<file path="src/rtl/des_pkg.sv">
// rtl/des_pkg.sv - DES key schedule tables, widths and rotate/parity helpers
package des_pkg;

    localparam int HALF_W   = 28;
    localparam int SUBKEY_W = 48;
    localparam int ROUNDS   = 16;
    localparam logic [3:0] LAST_BEAT = 4'(ROUNDS - 1);

    // Entry i is the DES bit number (1 = MSB) feeding output bit i+1.
    localparam int PC1_TBL [56] = '{
        57, 49, 41, 33, 25, 17,  9,
         1, 58, 50, 42, 34, 26, 18,
        10,  2, 59, 51, 43, 35, 27,
        19, 11,  3, 60, 52, 44, 36,
        63, 55, 47, 39, 31, 23, 15,
         7, 62, 54, 46, 38, 30, 22,
        14,  6, 61, 53, 45, 37, 29,
        21, 13,  5, 28, 20, 12,  4
    };

    localparam int PC2_TBL [48] = '{
        14, 17, 11, 24,  1,  5,
         3, 28, 15,  6, 21, 10,
        23, 19, 12,  4, 26,  8,
        16,  7, 27, 20, 13,  2,
        41, 52, 31, 37, 47, 55,
        30, 40, 51, 45, 33, 48,
        44, 49, 39, 56, 34, 53,
        46, 42, 50, 36, 29, 32
    };

    // Bit r-1 set means round r rotates by 2; rounds 1, 2, 9 and 16 rotate by 1.
    localparam logic [15:0] SHIFT_SCHED = 16'h7EFC;

    // Rotate both 28-bit halves of C||D by 1 or 2, left or right.
    function automatic logic [55:0] rot_cd(input logic [55:0] cd, input logic right,
                                           input logic two);
        logic [27:0] c;
        logic [27:0] d;
        c = cd[55:28];
        d = cd[27:0];
        if (right) begin
            c = two ? {c[1:0], c[27:2]} : {c[0], c[27:1]};
            d = two ? {d[1:0], d[27:2]} : {d[0], d[27:1]};
        end else begin
            c = two ? {c[25:0], c[27:26]} : {c[26:0], c[27]};
            d = two ? {d[25:0], d[27:26]} : {d[26:0], d[27]};
        end
        return {c, d};
    endfunction

    // Every key byte must carry an odd number of ones.
    function automatic logic odd_parity_ok(input logic [63:0] key);
        logic ok;
        ok = 1'b1;
        for (int b = 0; b < 8; b++) begin
            ok = ok & (^key[b*8 +: 8]);
        end
        return ok;
    endfunction

endpackage

</file>
<file path="src/rtl/des_pc1.sv">
// rtl/des_pc1.sv - DES permuted choice 1, 64-bit key to 56-bit C||D
// Ports: key_in [63:0] (bit 63 = DES bit 1), cd [55:0] (bit 55 = PC-1 bit 1).
module des_pc1
    import des_pkg::*;
(
    input  logic [63:0] key_in,
    output logic [55:0] cd
);

    for (genvar i = 0; i < 56; i++) begin : g_perm
        localparam int SRC = 64 - PC1_TBL[i];
        assign cd[55 - i] = key_in[SRC];
    end

    // Byte parity bits are not part of the key material.
    logic unused_parity;
    assign unused_parity = ^{key_in[56], key_in[48], key_in[40], key_in[32],
                             key_in[24], key_in[16], key_in[8], key_in[0]};

endmodule

</file>
<file path="src/rtl/des_pc2.sv">
// rtl/des_pc2.sv - DES permuted choice 2, 56-bit C||D to 48-bit round key
// Ports: cd [55:0] (bit 55 = C bit 1), subkey [47:0] (bit 47 = PC-2 bit 1).
module des_pc2
    import des_pkg::*;
(
    input  logic [55:0] cd,
    output logic [47:0] subkey
);

    for (genvar i = 0; i < SUBKEY_W; i++) begin : g_perm
        localparam int SRC = 56 - PC2_TBL[i];
        assign subkey[47 - i] = cd[SRC];
    end

    // C||D bits 9, 18, 22, 25, 35, 38, 43 and 54 are dropped by PC-2.
    logic unused_dropped;
    assign unused_dropped = ^{cd[47], cd[38], cd[34], cd[31],
                              cd[21], cd[18], cd[13], cd[2]};

endmodule

</file>
<file path="src/rtl/des_key_schedule_seq.sv">
// rtl/des_key_schedule_seq.sv - sequential DES round-key generator, encrypt or decrypt order
// Ports: clk, rst_n (sync active-low); key_in/mode/key_valid/key_ready key load handshake;
//        key_err parity failure pulse; subkey/subkey_idx/subkey_last/subkey_valid/subkey_ready
//        round-key output stream, one key per accepted beat.
module des_key_schedule_seq
    import des_pkg::*;
#(
    parameter int PARITY_CHECK = 0
) (
    input  logic        clk,
    input  logic        rst_n,
    input  logic [63:0] key_in,
    input  logic        mode,
    input  logic        key_valid,
    output logic        key_ready,
    output logic        key_err,
    output logic [47:0] subkey,
    output logic        subkey_valid,
    input  logic        subkey_ready,
    output logic [3:0]  subkey_idx,
    output logic        subkey_last
);

    typedef enum logic {ST_IDLE = 1'b0, ST_RUN = 1'b1} state_t;

    state_t      state_q, state_d;
    logic [55:0] cd_q;
    logic [55:0] pc1_cd;
    logic [3:0]  cnt_q;
    logic [3:0]  cnt_nxt;
    logic        mode_q;
    logic        key_err_q;
    logic        parity_bad;
    logic        key_fire;
    logic        beat_fire;

    des_pc1 u_pc1 (
        .key_in (key_in),
        .cd     (pc1_cd)
    );

    des_pc2 u_pc2 (
        .cd     (cd_q),
        .subkey (subkey)
    );

    assign parity_bad = (PARITY_CHECK != 0) && !odd_parity_ok(key_in);
    assign key_fire   = key_valid && key_ready;
    assign beat_fire  = subkey_valid && subkey_ready;
    assign cnt_nxt    = cnt_q + 4'd1;

    always_ff @(posedge clk) begin
        if (!rst_n) begin
            state_q <= ST_IDLE;
        end else begin
            state_q <= state_d;
        end
    end

    always_comb begin
        state_d      = state_q;
        key_ready    = 1'b0;
        subkey_valid = 1'b0;
        case (state_q)
            ST_IDLE: begin
                key_ready = 1'b1;
                if (key_valid && !parity_bad) begin
                    state_d = ST_RUN;
                end
            end
            ST_RUN: begin
                subkey_valid = 1'b1;
                if (subkey_ready && (cnt_q == LAST_BEAT)) begin
                    state_d = ST_IDLE;
                end
            end
            default: state_d = ST_IDLE;
        endcase
    end

    // Decrypt starts from the unrotated PC-1 value: the 16 encrypt rotations
    // sum to 28, so the unrotated halves already equal the K16 state, and the
    // right rotations then retrace the encrypt path backwards.
    always_ff @(posedge clk) begin
        if (!rst_n) begin
            cd_q      <= '0;
            cnt_q     <= '0;
            mode_q    <= 1'b0;
            key_err_q <= 1'b0;
        end else begin
            key_err_q <= key_fire && parity_bad;
            if (key_fire && !parity_bad) begin
                mode_q <= mode;
                cnt_q  <= '0;
                cd_q   <= mode ? pc1_cd : rot_cd(pc1_cd, 1'b0, SHIFT_SCHED[0]);
            end else if (beat_fire && (cnt_q != LAST_BEAT)) begin
                cnt_q <= cnt_nxt;
                if (mode_q) begin
                    cd_q <= rot_cd(cd_q, 1'b1, SHIFT_SCHED[LAST_BEAT - cnt_q]);
                end else begin
                    cd_q <= rot_cd(cd_q, 1'b0, SHIFT_SCHED[cnt_nxt]);
                end
            end
        end
    end

    assign key_err     = key_err_q;
    assign subkey_idx  = mode_q ? (LAST_BEAT - cnt_q) : cnt_q;
    assign subkey_last = (state_q == ST_RUN) && (cnt_q == LAST_BEAT);

endmodule

</file>
<file path="config.mk">
export PLATFORM = sky130hd
export DESIGN_NAME = des_key_schedule_seq
export DESIGN_NICKNAME = d
export VERILOG_FILES = /design/src/rtl/des_pkg.sv /design/src/rtl/des_pc1.sv /design/src/rtl/des_pc2.sv /design/src/rtl/des_key_schedule_seq.sv
export SDC_FILE = /design/constraint.sdc
export NUM_CORES = 1
export LEC_CHECK = 0
export CORE_MARGIN = 1.5
export CORE_UTILIZATION = 40
export CTS_CLUSTER_SIZE = 8
export DETAILED_ROUTE_END_ITERATION = 12
export GPL_TIMING_DRIVEN = 0
export PLACE_DENSITY = 0.68
export SLEW_MARGIN = 10
export SYNTH_ARGS = -nofsm -noshare
export SYNTH_HDL_FRONTEND = slang
export SYNTH_SLANG_ARGS = --single-unit
</file>
<file path="constraint.sdc">
create_clock -name clk -period 4.3 [get_ports clk]
set_input_delay 0.43 -clock clk [delete_from_list [all_inputs] [get_ports clk]]
set_output_delay 0.43 -clock clk [all_outputs]
set_load 0.01 [all_outputs]
</file>
======== Word-level counts from Yosys, hierarchy flattened ========
Memories as Yosys holds them, arrays and structs flattened.
Cells that the tools add are included.
storage, ports and cells
  bits in read-only memories .............. 32
  bits of input ports ..................... 69
  memories kept ........................... 2
  output and inout bits ................... 56
  logic and storage cells ................. 37
  register bits ........................... 62
operators by class
  $add $sub $neg .......................... 2
  $lt $le $gt $ge ......................... 2
  eq/ne operators ......................... 2
  muxes and demuxes ....................... 16
  reduce and logical (&&, ||, !) cells .... 7
  bitwise operators ....................... 2
memory list
  name              words  bits a word  read ports  clocked after memory_dff  write ports  line                         RTL
  (name not given)  16     1            1           0                         0            des_key_schedule_seq.sv:101  cd_q <= rot_cd(cd_q, 1'b0, SHIFT_SCHED[cnt_nxt]);
  (name not given)  16     1            1           0                         0            des_key_schedule_seq.sv:99   cd_q <= rot_cd(cd_q, 1'b1, SHIFT_SCHED[LAST_BEAT - cnt_q]);
operators with widths
  kind                 number
  $mux 56              4
  $mux 28              4
  $lt 4x5->1 const B   2
  $mux 1               6
  $logic_and 1x1->1    5
  $add 4x1->4 const B  1
  $eq 4x4->1 const B   1
  $mux 4               1
  $ne 4x4->1 const B   1
  $sub 4x4->4 const A  1
  $not 1->1            2
  $pmux 1 s2           1
  $reduce_bool 2->1    1
  $reduce_or 2->1      1

======== Longest topological paths before layout ========
Gate-level depths: netlist of run 1.
  depth in word-level cells ............... 7
  depth in mapped cells ................... 9
  gate-level depth less buffers ........... 7

======== By module ========
Synthesis of run 1 repeated with hierarchy kept, for this count alone.
second synthesis, totals
  cell total of the unflattened synthesis .. 636
  area, all modules ....................... 5207.5 sq um
by module, submodules not included
  module                cells an instance  instances  sequential area each (sq um)  area an instance (sq um)
  des_key_schedule_seq  532                1          1241.2                        4426.7
  des_pc1               56                 1          0.0                           420.4
  des_pc2               48                 1          0.0                           360.3

======== Worst setup path after synthesis of run 1 ========
Ideal clock, no wire load.
  path type ............................... reg-to-reg
  start point ............................. register cnt_q[0]
  end point ............................... register cd_q[0]
  period minus slack after synthesis ...... 2.201 ns
  setup time .............................. 0.121 ns
  buffers on the path ..................... 3
  path slack .............................. 2.099 ns
  data required time ...................... 4.179 ns
  cell stages (with the launch flop) ...... 10
  arrival ................................. 2.081 ns
  cells stage by stage .................... dfxtp_1 > inv_1 > ha_1 > or4_1 > buf_2 > a31o_1 > buf_6 > buf_8 > o22ai_1 > o21ai_1
between the ends
  word-level cells in the longest chain between the ends .. 7
  elaborated cells between the ends (all ways) .. 14
  those cells by class .................... 2 x add/sub; 1 x eq/ne; 7 x mux; 2 x reduce/logical; 2 x memory
ends and longest elaborated chain
  element                       line                         RTL
  start: declaration            des_key_schedule_seq.sv:29   logic [3:0] cnt_q;
  start signal: assignment      des_key_schedule_seq.sv:97   cnt_q <= cnt_nxt;
  $add 4x1->4                   des_key_schedule_seq.sv:50   assign cnt_nxt = cnt_q + 4'd1;
  net cnt_nxt[0]                des_key_schedule_seq.sv:30   logic [3:0] cnt_nxt;
  $mem_v2 16x1                  --
  $mux 1 (not written as such)  des_key_schedule_seq.sv:101
  $mux 28                       des_pkg.sv:47                d = two ? {d[25:0], d[27:26]} : {d[26:0], d[27]};
  $mux 56                       des_key_schedule_seq.sv:98   if (mode_q) begin
  $mux 56                       des_key_schedule_seq.sv:96   end else if (beat_fire && (cnt_q != LAST_BEAT)) begin
  $mux 56                       des_key_schedule_seq.sv:92   if (key_fire && !parity_bad) begin
  end signal: assignment        des_key_schedule_seq.sv:95   cd_q <= mode ? pc1_cd : rot_cd(pc1_cd, 1'b0, SHIFT_SCHED[0]);
  end signal: assignment        des_key_schedule_seq.sv:99
  end signal: assignment        des_key_schedule_seq.sv:101
  end: declaration              des_key_schedule_seq.sv:27   logic [55:0] cd_q;
The timed path passes the listed nets, and every way through them passes these cells. The select of a mux whose other input is x is not followed.
A chain may end at the register's enable or synchronous reset.

======== Worst setup path after layout of run 1 ========
  start point ............................. register mode_q
  end point ............................... output port subkey_idx[1]
between the ends
  word-level cells in the longest chain between the ends .. 1
ends and longest elaborated chain
  element                   line                         RTL
  start: declaration        des_key_schedule_seq.sv:31   logic mode_q;
  start signal: assignment  des_key_schedule_seq.sv:93   mode_q <= mode;
  $mux 4                    des_key_schedule_seq.sv:108  assign subkey_idx = mode_q ? (LAST_BEAT - cnt_q) : cnt_q;
  end: declaration          des_key_schedule_seq.sv:20   output logic [3:0] subkey_idx,
No other way between the ends.

==> flow_metrics.tcl, run 1 <==
set metrics [dict create \
    outcome "finished, violations left" \
    failed_checks "design-rule violations" \
    fin_crit_sh 0.6413 \
    total_die_area_um2 12630 \
    clockPowerShare 0.361 \
    final-setup-viol-count 0 \
    timing.fmax_mhz 362.6 \
    ff2ff_path_depth 7 \
    synth_area_leader_cell "sky130_fd_sc_hd__dfxtp_1" \
    worstReg2RegStart "cnt_q[0]" \
    hp-class "reg2reg" \
    mostFrequentLayoutCell "sky130_fd_sc_hd__clkdlybuf4s50_1" \
    synth-edff-count 0 \
    ys_seq_area_frac 0.2593 \
    first_global_vias 4690 \
    most_used_cells_in_the_layout_excluding_fill_and_tap_cells "sky130_fd_sc_hd__clkdlybuf4s50_1, sky130_fd_sc_hd__mux2i_1, sky130_fd_sc_hd__dfxtp_1, sky130_fd_sc_hd__nand2_1, sky130_fd_sc_hd__buf_4" \
    clock_net_sink_count 62 \
    cts_max_path_buffers 2 \
    fin_setup_tns_ps 0 \
    ctsRootBufferMaster "sky130_fd_sc_hd__clkbuf_16" \
    critical_path_required_ps 3870 \
    portBuffers 114 \
    power.static_leakage_nw 2.390 \
    postRouteAntennaNets 0 \
    finalNetCount 777 \
    diodes_inserted 0 \
    critical_path_peak_fanout 10 \
    hpwl_um 10760 \
    viasPerCell 5.891 \
    vias 5019 \
    post_cts.repair.setup_buffers 0 \
    share_comb_of_total_power 0.284 \
    finalWeightedCongestion 0.9052 \
    cts_inserted_buffers 9 \
    rr_endpoint "cd_q[23]" \
    timing_worst_setup_path_type "reg2out" \
    synth_top_cells_by_area "sky130_fd_sc_hd__dfxtp_1, sky130_fd_sc_hd__mux2i_1, sky130_fd_sc_hd__o221ai_1" \
    p_r_area_growth_vs_syn_pct 33.61 \
    worst_setup_path_startpoint "mode_q" \
    drt_iter0_drc 375 \
    placementRows 39 \
    timing_hold_violations_final 0 \
    start_util 0.4139 \
    minimum_hold_slack_ps 551.3 \
    yosys.area.top_type_share 0.2593 \
    postSynthCellCount 580 \
    drive_above_1_share 0.1382 \
    worstSetupEndpointType "primary output" \
    grt_antenna_before_repair 0 \
    vdd_ir_drop_max_v 0.0001481 \
    synth.net_count 652 \
    cts_htree_levels 3 \
    mappedNetlistArea_um2 4787 \
    synth.avg_cell_area_um2 8.254 \
    swShare 0.3006 \
    cts_repair_resized_insts 0 \
    async_reset_ff_frac 0 \
    wirelength_um 14850 \
    post-route-min-period_ps 2758 \
    worst_setup_path_start_kind "flop" \
    num-fill-cells 1089 \
    multiInputGateArea_um2 2863 \
    sequentialPowerShare 0.355 \
    distinct_cell_type_count_of_the_synthesized_netlist 37 \
    placeableCoreArea_um2 11560 \
    seqCellArea_um2 1241 \
    drc 7 \
    synth-seq-cells 62 \
    grt_first_pass_wirelength_um 23750 \
    ioPinCount 125 \
    die_y_um 112.4 \
    p_int_mw 1.382 \
    grt.overflow.total 0 \
    reg2reg_setup_slack_ps 1750 \
    critical_path.endpoint "subkey_idx[1]" \
    critPathArrivalTime_ps 2330 \
    post_cts_hold_buffer_count 0 \
    clock-skew-final_ps 8.884 \
    yosys_most_used_dff "sky130_fd_sc_hd__dfxtp_1" \
    clk_transition_reported_paths_ps 50 \
    finalMaxSlewViolations 0 \
    power.density_nw_per_um2 308.9 \
    grtUsageTotal 0.2299 \
    detail_route.wl_per_cell_um 17.43 \
    rsz0062_at_grt "false" \
    synthesis.yosys.warnings 0 \
    grt_start_max_net_pins 11 \
    worst_skew_pair.late_latency_ps 330 \
    max_cap_viols 0 \
    cts_tree "yes" \
    timing.slew.headroom 0.4114 \
    netSwitchingPower_mw 0.5938 \
    timing_worst_slew_pin_value_ps 873.6 \
    die_w_um 112.4 \
    drtPass1Iterations 11 \
]
## cell usage after synthesis (2+ instances only)
| library cell | instances |
|---|---|
| sky130_fd_sc_hd__nand3_1 | 18 |
| sky130_fd_sc_hd__nor2b_1 | 3 |
| sky130_fd_sc_hd__nand2_1 | 56 |
| sky130_fd_sc_hd__buf_2 | 15 |
| sky130_fd_sc_hd__and3_1 | 3 |
| sky130_fd_sc_hd__and2_1 | 2 |
| sky130_fd_sc_hd__dfxtp_1 | 62 |
| sky130_fd_sc_hd__mux2_2 | 9 |
| sky130_fd_sc_hd__inv_1 | 3 |
| sky130_fd_sc_hd__mux2i_1 | 62 |
| sky130_fd_sc_hd__o22ai_1 | 45 |
| sky130_fd_sc_hd__buf_6 | 3 |
| sky130_fd_sc_hd__clkbuf_1 | 28 |
| sky130_fd_sc_hd__buf_8 | 4 |
| sky130_fd_sc_hd__buf_4 | 50 |
| sky130_fd_sc_hd__o221ai_1 | 47 |
| sky130_fd_sc_hd__a31oi_1 | 16 |
| sky130_fd_sc_hd__ha_1 | 3 |
| sky130_fd_sc_hd__a21oi_1 | 4 |
| sky130_fd_sc_hd__xor2_1 | 5 |
| sky130_fd_sc_hd__xnor2_1 | 2 |
| sky130_fd_sc_hd__o21ai_0 | 26 |
| sky130_fd_sc_hd__buf_1 | 6 |
| sky130_fd_sc_hd__nand2b_1 | 3 |
| sky130_fd_sc_hd__nor2_1 | 8 |
| sky130_fd_sc_hd__o21ai_1 | 40 |
| sky130_fd_sc_hd__o2bb2ai_1 | 47 |
## worst min path at each step
stage	startpoint	endpoint	depth (start not counted)
global placement	cd_q[13]	cd_q[14]	2
global route	cd_q[13]	cd_q[14]	2
CTS	cd_q[13]	cd_q[14]	2
floorplan	cd_q[18]	cd_q[20]	2
detailed placement	cd_q[13]	cd_q[14]	2
finish	cd_q[21]	cd_q[22]	2
## area by class of cell
cell class,count,area share
multi-input cells,409,0.4476
flip-flops and latches,62,0.1941
repair buffers,114,0.1784
plain buffers,106,0.1050
clock buffers,10,0.03736
well taps,143,0.02797
clock inverters,5,0.007825
inverters,3,0.001761
## critical path, stage by stage (launching register included)
cell and delay (ps):
sky130_fd_sc_hd__dfxtp_1 320, sky130_fd_sc_hd__clkbuf_1 350, sky130_fd_sc_hd__buf_1 550, sky130_fd_sc_hd__xor2_1 220
sky130_fd_sc_hd__clkdlybuf4s50_1 560
## through the flow
stage	std cells	area (µm²)	util	power, mW	worst slack [ps]
2_1_floorplan	580	4787	-	1.031	2099
3_3_place_gp	837	6107	0.5281	1.260	1701
3_5_place_dp	837	6107	0.5281	1.267	1694
4_1_cts	852	6396	0.5531	1.977	1550
5_1_grt	852	6396	0.5531	2.064	1426
6_report	852	6396	0.5531	1.975	1543
## cell families after synthesis
family          Yosys count  share of synthesized area
compound gates          229                     0.3322
buf+inv                 109                     0.1427
simple gates             98                    0.09357
xor+xnor                  7                    0.01281
mux                      71                     0.1508
other cells               1                  0.0007834
fa+ha+maj                 3                   0.007842
flops                    62                     0.2593
## power groups by stage
stage | logic (mW) | registers [mW] | clock network [mW]
detailed placement | 0.557 | 0.711 | 0
global placement | 0.551 | 0.709 | 0
finish | 0.561 | 0.702 | 0.713
global route | 0.607 | 0.710 | 0.748
CTS | 0.560 | 0.699 | 0.718
floorplan | 0.345 | 0.686 | 0
## flip-flops by register name, indices dropped and copies added (netlist names)
| signal | cells |
|---|---|
| cd_q | 56 |
| cnt_q | 4 |
| mode_q | 1 |
| state_q | 1 |
## routing by layer
layer | routed length (µm) | GRT usage
met1 | 6844 | 0.3213
met2 | 6749 | 0.3628
met3 | 861 | 0.02754
met4 | 395 | 0.09114
met5 | 0 | 0
Note: power is estimated with default switching activity, not from simulation.
==> run 2, diff against run 1 <==
--- a/config.mk
+++ b/config.mk
@@ -10,7 +10,7 @@
 export CTS_CLUSTER_SIZE = 8
 export DETAILED_ROUTE_END_ITERATION = 12
 export GPL_TIMING_DRIVEN = 0
-export PLACE_DENSITY = 0.68
+export PLACE_DENSITY = 0.7
 export SLEW_MARGIN = 10
 export SYNTH_ARGS = -nofsm -noshare
 export SYNTH_HDL_FRONTEND = slang
==> constraint.sdc (replaced) <==
create_clock -name clk -period 2.4 [get_ports clk]
set_input_delay 0.24 -clock clk [delete_from_list [all_inputs] [get_ports clk]]
set_output_delay 0.24 -clock clk [all_outputs]
set_load 0.01 [all_outputs]
==> run 2 against run 1 <==
  * The run still ends with design-rule violations left
  * Sequential cell count did not move
  * Final cell count rose by 0.35%
  * Sequential share of layout area barely moved
  * Hold slack improved by 0.55 ps
  * First-iteration DRC count rose by 19%
==> flow_metrics.tcl, run 2 (synthesis results as in run 1) <==
set metrics [dict create \
    placementRows 39 \
    clk_transition_reported_paths_ps 50 \
    top_register "cd_q" \
    worst_setup_path_startpoint "cnt_q[1]" \
    max_cap_viols 0 \
    clock-skew-final_ps 5.263 \
    detail_route.wl_per_cell_um 17.55 \
    cp_num_buf_inv 4 \
    grt_antenna_before_repair 0 \
    grt_util_met3 0.02916 \
    global_route_hottest_layer "met2" \
    worstSetupEndpointType "flop" \
    worstHoldStart "cd_q[21]" \
    cts_max_path_buffers 2 \
    die_y_um 112.4 \
    cts_tree "yes" \
    ctsRootBufferMaster "sky130_fd_sc_hd__clkbuf_16" \
    num-fill-cells 1060 \
    timing.slew.headroom 0.4742 \
    final-setup-viol-count 0 \
    grt_util_met2 0.3583 \
    largest_registers "cd_q: 56 flops, cnt_q: 4 flops" \
    finalMaxSlewViolations 0 \
    viasPerCell 6.060 \
    swShare 0.3004 \
    p_total_mw 3.544 \
    sequentialPowerShare 0.354 \
    placement.cell_area_um2 6107 \
    hpwl_um 10670 \
    post-route-min-period_ps 2322 \
    vias 5181 \
    ioPinCount 125 \
    diodes_inserted 0 \
    failed_checks "design-rule violations" \
    placeableCoreArea_um2 11560 \
    ff2ff_path_depth 9 \
    hold_depth 2 \
    postRouteAntennaNets 0 \
    p_int_mw 2.480 \
    timing_worst_setup_path_type "reg2reg" \
    clockPowerShare 0.359 \
    cpPeakStageDelay_ps 510 \
    cts_htree_levels 3 \
    finalWeightedCongestion 0.9254 \
    timing_worst_slew_pin_value_ps 788.7 \
    placement_stage_worst_setup_slack_ps -71.65 \
    netSwitchingPower_mw 1.065 \
    worst_setup_path_start_kind "flop" \
    timing.critical_path.cells "inv_1 > ha_1 > or4_1 > buf_2 > a31o_1 > buf_6 > buf_8 > o22ai_1 > o21ai_1" \
    power.static_leakage_nw 2.427 \
    path_depth 9 \
    layout.cell_area.non_filler_um2 6445 \
    mostFrequentLayoutCell "sky130_fd_sc_hd__clkdlybuf4s50_1" \
    cts_inserted_buffers 9 \
    hp-class "reg2reg" \
    critPathTopFamily "buffers and inverters" \
    first_global_vias 4677 \
    critical_path_required_ps 2610 \
    worst_skew_pair.late_latency_ps 320 \
    drc 8 \
    fin_setup_tns_ps 0 \
    vdd_ir_drop_max_v 0.0002807 \
    rsz0062_at_grt "false" \
    drt_iter0_drc 446 \
    post_cts_hold_buffer_count 0 \
    slowest_stage "sky130_fd_sc_hd__or4_1" \
    wirelength_um 15010 \
    grt_first_pass_wirelength_um 23850 \
    timing_hold_violations_final 0 \
    worstReg2RegStart "cnt_q[1]" \
    reg2reg_setup_slack_ps 80 \
    power.density_nw_per_um2 549.9 \
    gr_met1_demand_resource 0.3245 \
    fin_crit_sh 0.9673 \
    share_comb_of_total_power 0.287 \
    die_w_um 112.4 \
    total_die_area_um2 12630 \
    clock_net_sink_count 62 \
    portBuffers 114 \
    outcome "finished, violations left" \
    critPathArrivalTime_ps 2530 \
    p_r_area_growth_vs_syn_pct 34.63 \
    grt_start_max_net_pins 11 \
    finalNetCount 780 \
    largest_register_ffs 56 \
    grtUsageTotal 0.2293 \
    drive_above_1_share 0.1531 \
    critical_path_peak_fanout 10 \
    timing.fmax_mhz 430.7 \
    grt.overflow.total 0 \
    layout_setup_ws_ps 78.43 \
    start_util 0.4139 \
    most_used_cells_in_the_layout_excluding_fill_and_tap_cells "sky130_fd_sc_hd__clkdlybuf4s50_1, sky130_fd_sc_hd__mux2i_1, sky130_fd_sc_hd__dfxtp_1, sky130_fd_sc_hd__nand2_1, sky130_fd_sc_hd__buf_4" \
    drtPass1Iterations 12 \
    post-route-util 0.5573 \
]
-- run 2: cell types whose count changed in the layout (fill, tap and decap cells not counted), sizes merged --
cell | previous run | this run
buf | 78 | 79
clkbuf | 38 | 40
-- run 2: repair_timing --
action | 4_1_cts | 5_1_grt
setup buffers | 0 | 3
endpoints found under the setup margin | 46 | 44
gates resized for setup | 7 | 9
gates cloned | 0 | 0
-- run 2: power groups by stage --
stage,clock [mW],sequential [mW],combinational [mW]
after global placement,0,1.27,0.986
after global routing,1.32,1.27,1.10
after CTS,1.27,1.25,1.01
after floorplan,0,1.23,0.618
after detailed placement,0,1.27,0.998
final,1.27,1.25,1.02
-- run 2: final timing paths --
kind / end
max: cd_q[28]
min: cd_q[22]
max reg2reg: cd_q[28]
min reg2reg: cd_q[22]
-- run 2: routing by layer --
metal  share of wire  vias to the layer above  routed length [µm]
met1            0.44                     2468                6665
met4           0.024                        0                 364
met5               0                        -                   0
met3           0.067                       29                1004
met2            0.46                      224                6975
li1                -                     2460                   -
-- run 2: per-stage QoR --
step / cells / hold WS, ps
final: 855 / 551.8
after floorplan: 580 / 433.3
after global routing: 855 / 567.5
after detailed placement: 837 / 531.9
after global placement: 837 / 526.9
after CTS: 852 / 543.3
-- run 2: worst min-delay path, cell delays in order (launching register included) --
cell	delay [ps]
sky130_fd_sc_hd__dfxtp_1	350
sky130_fd_sc_hd__nand3_1	80
sky130_fd_sc_hd__a31oi_1	70
-- run 2: final cells by class --
class	count	area, µm²	share of cell area
plain buffers	106	678.2	0.1052
clock inverters	5	50.05	0.007765
repair buffers	117	1164	0.1805
clock buffers	10	239.0	0.03708
flip-flops and latches	62	1249	0.1937
inverters	3	11.26	0.001747
well taps	143	178.9	0.02776
multi-input cells	409	2875	0.4461
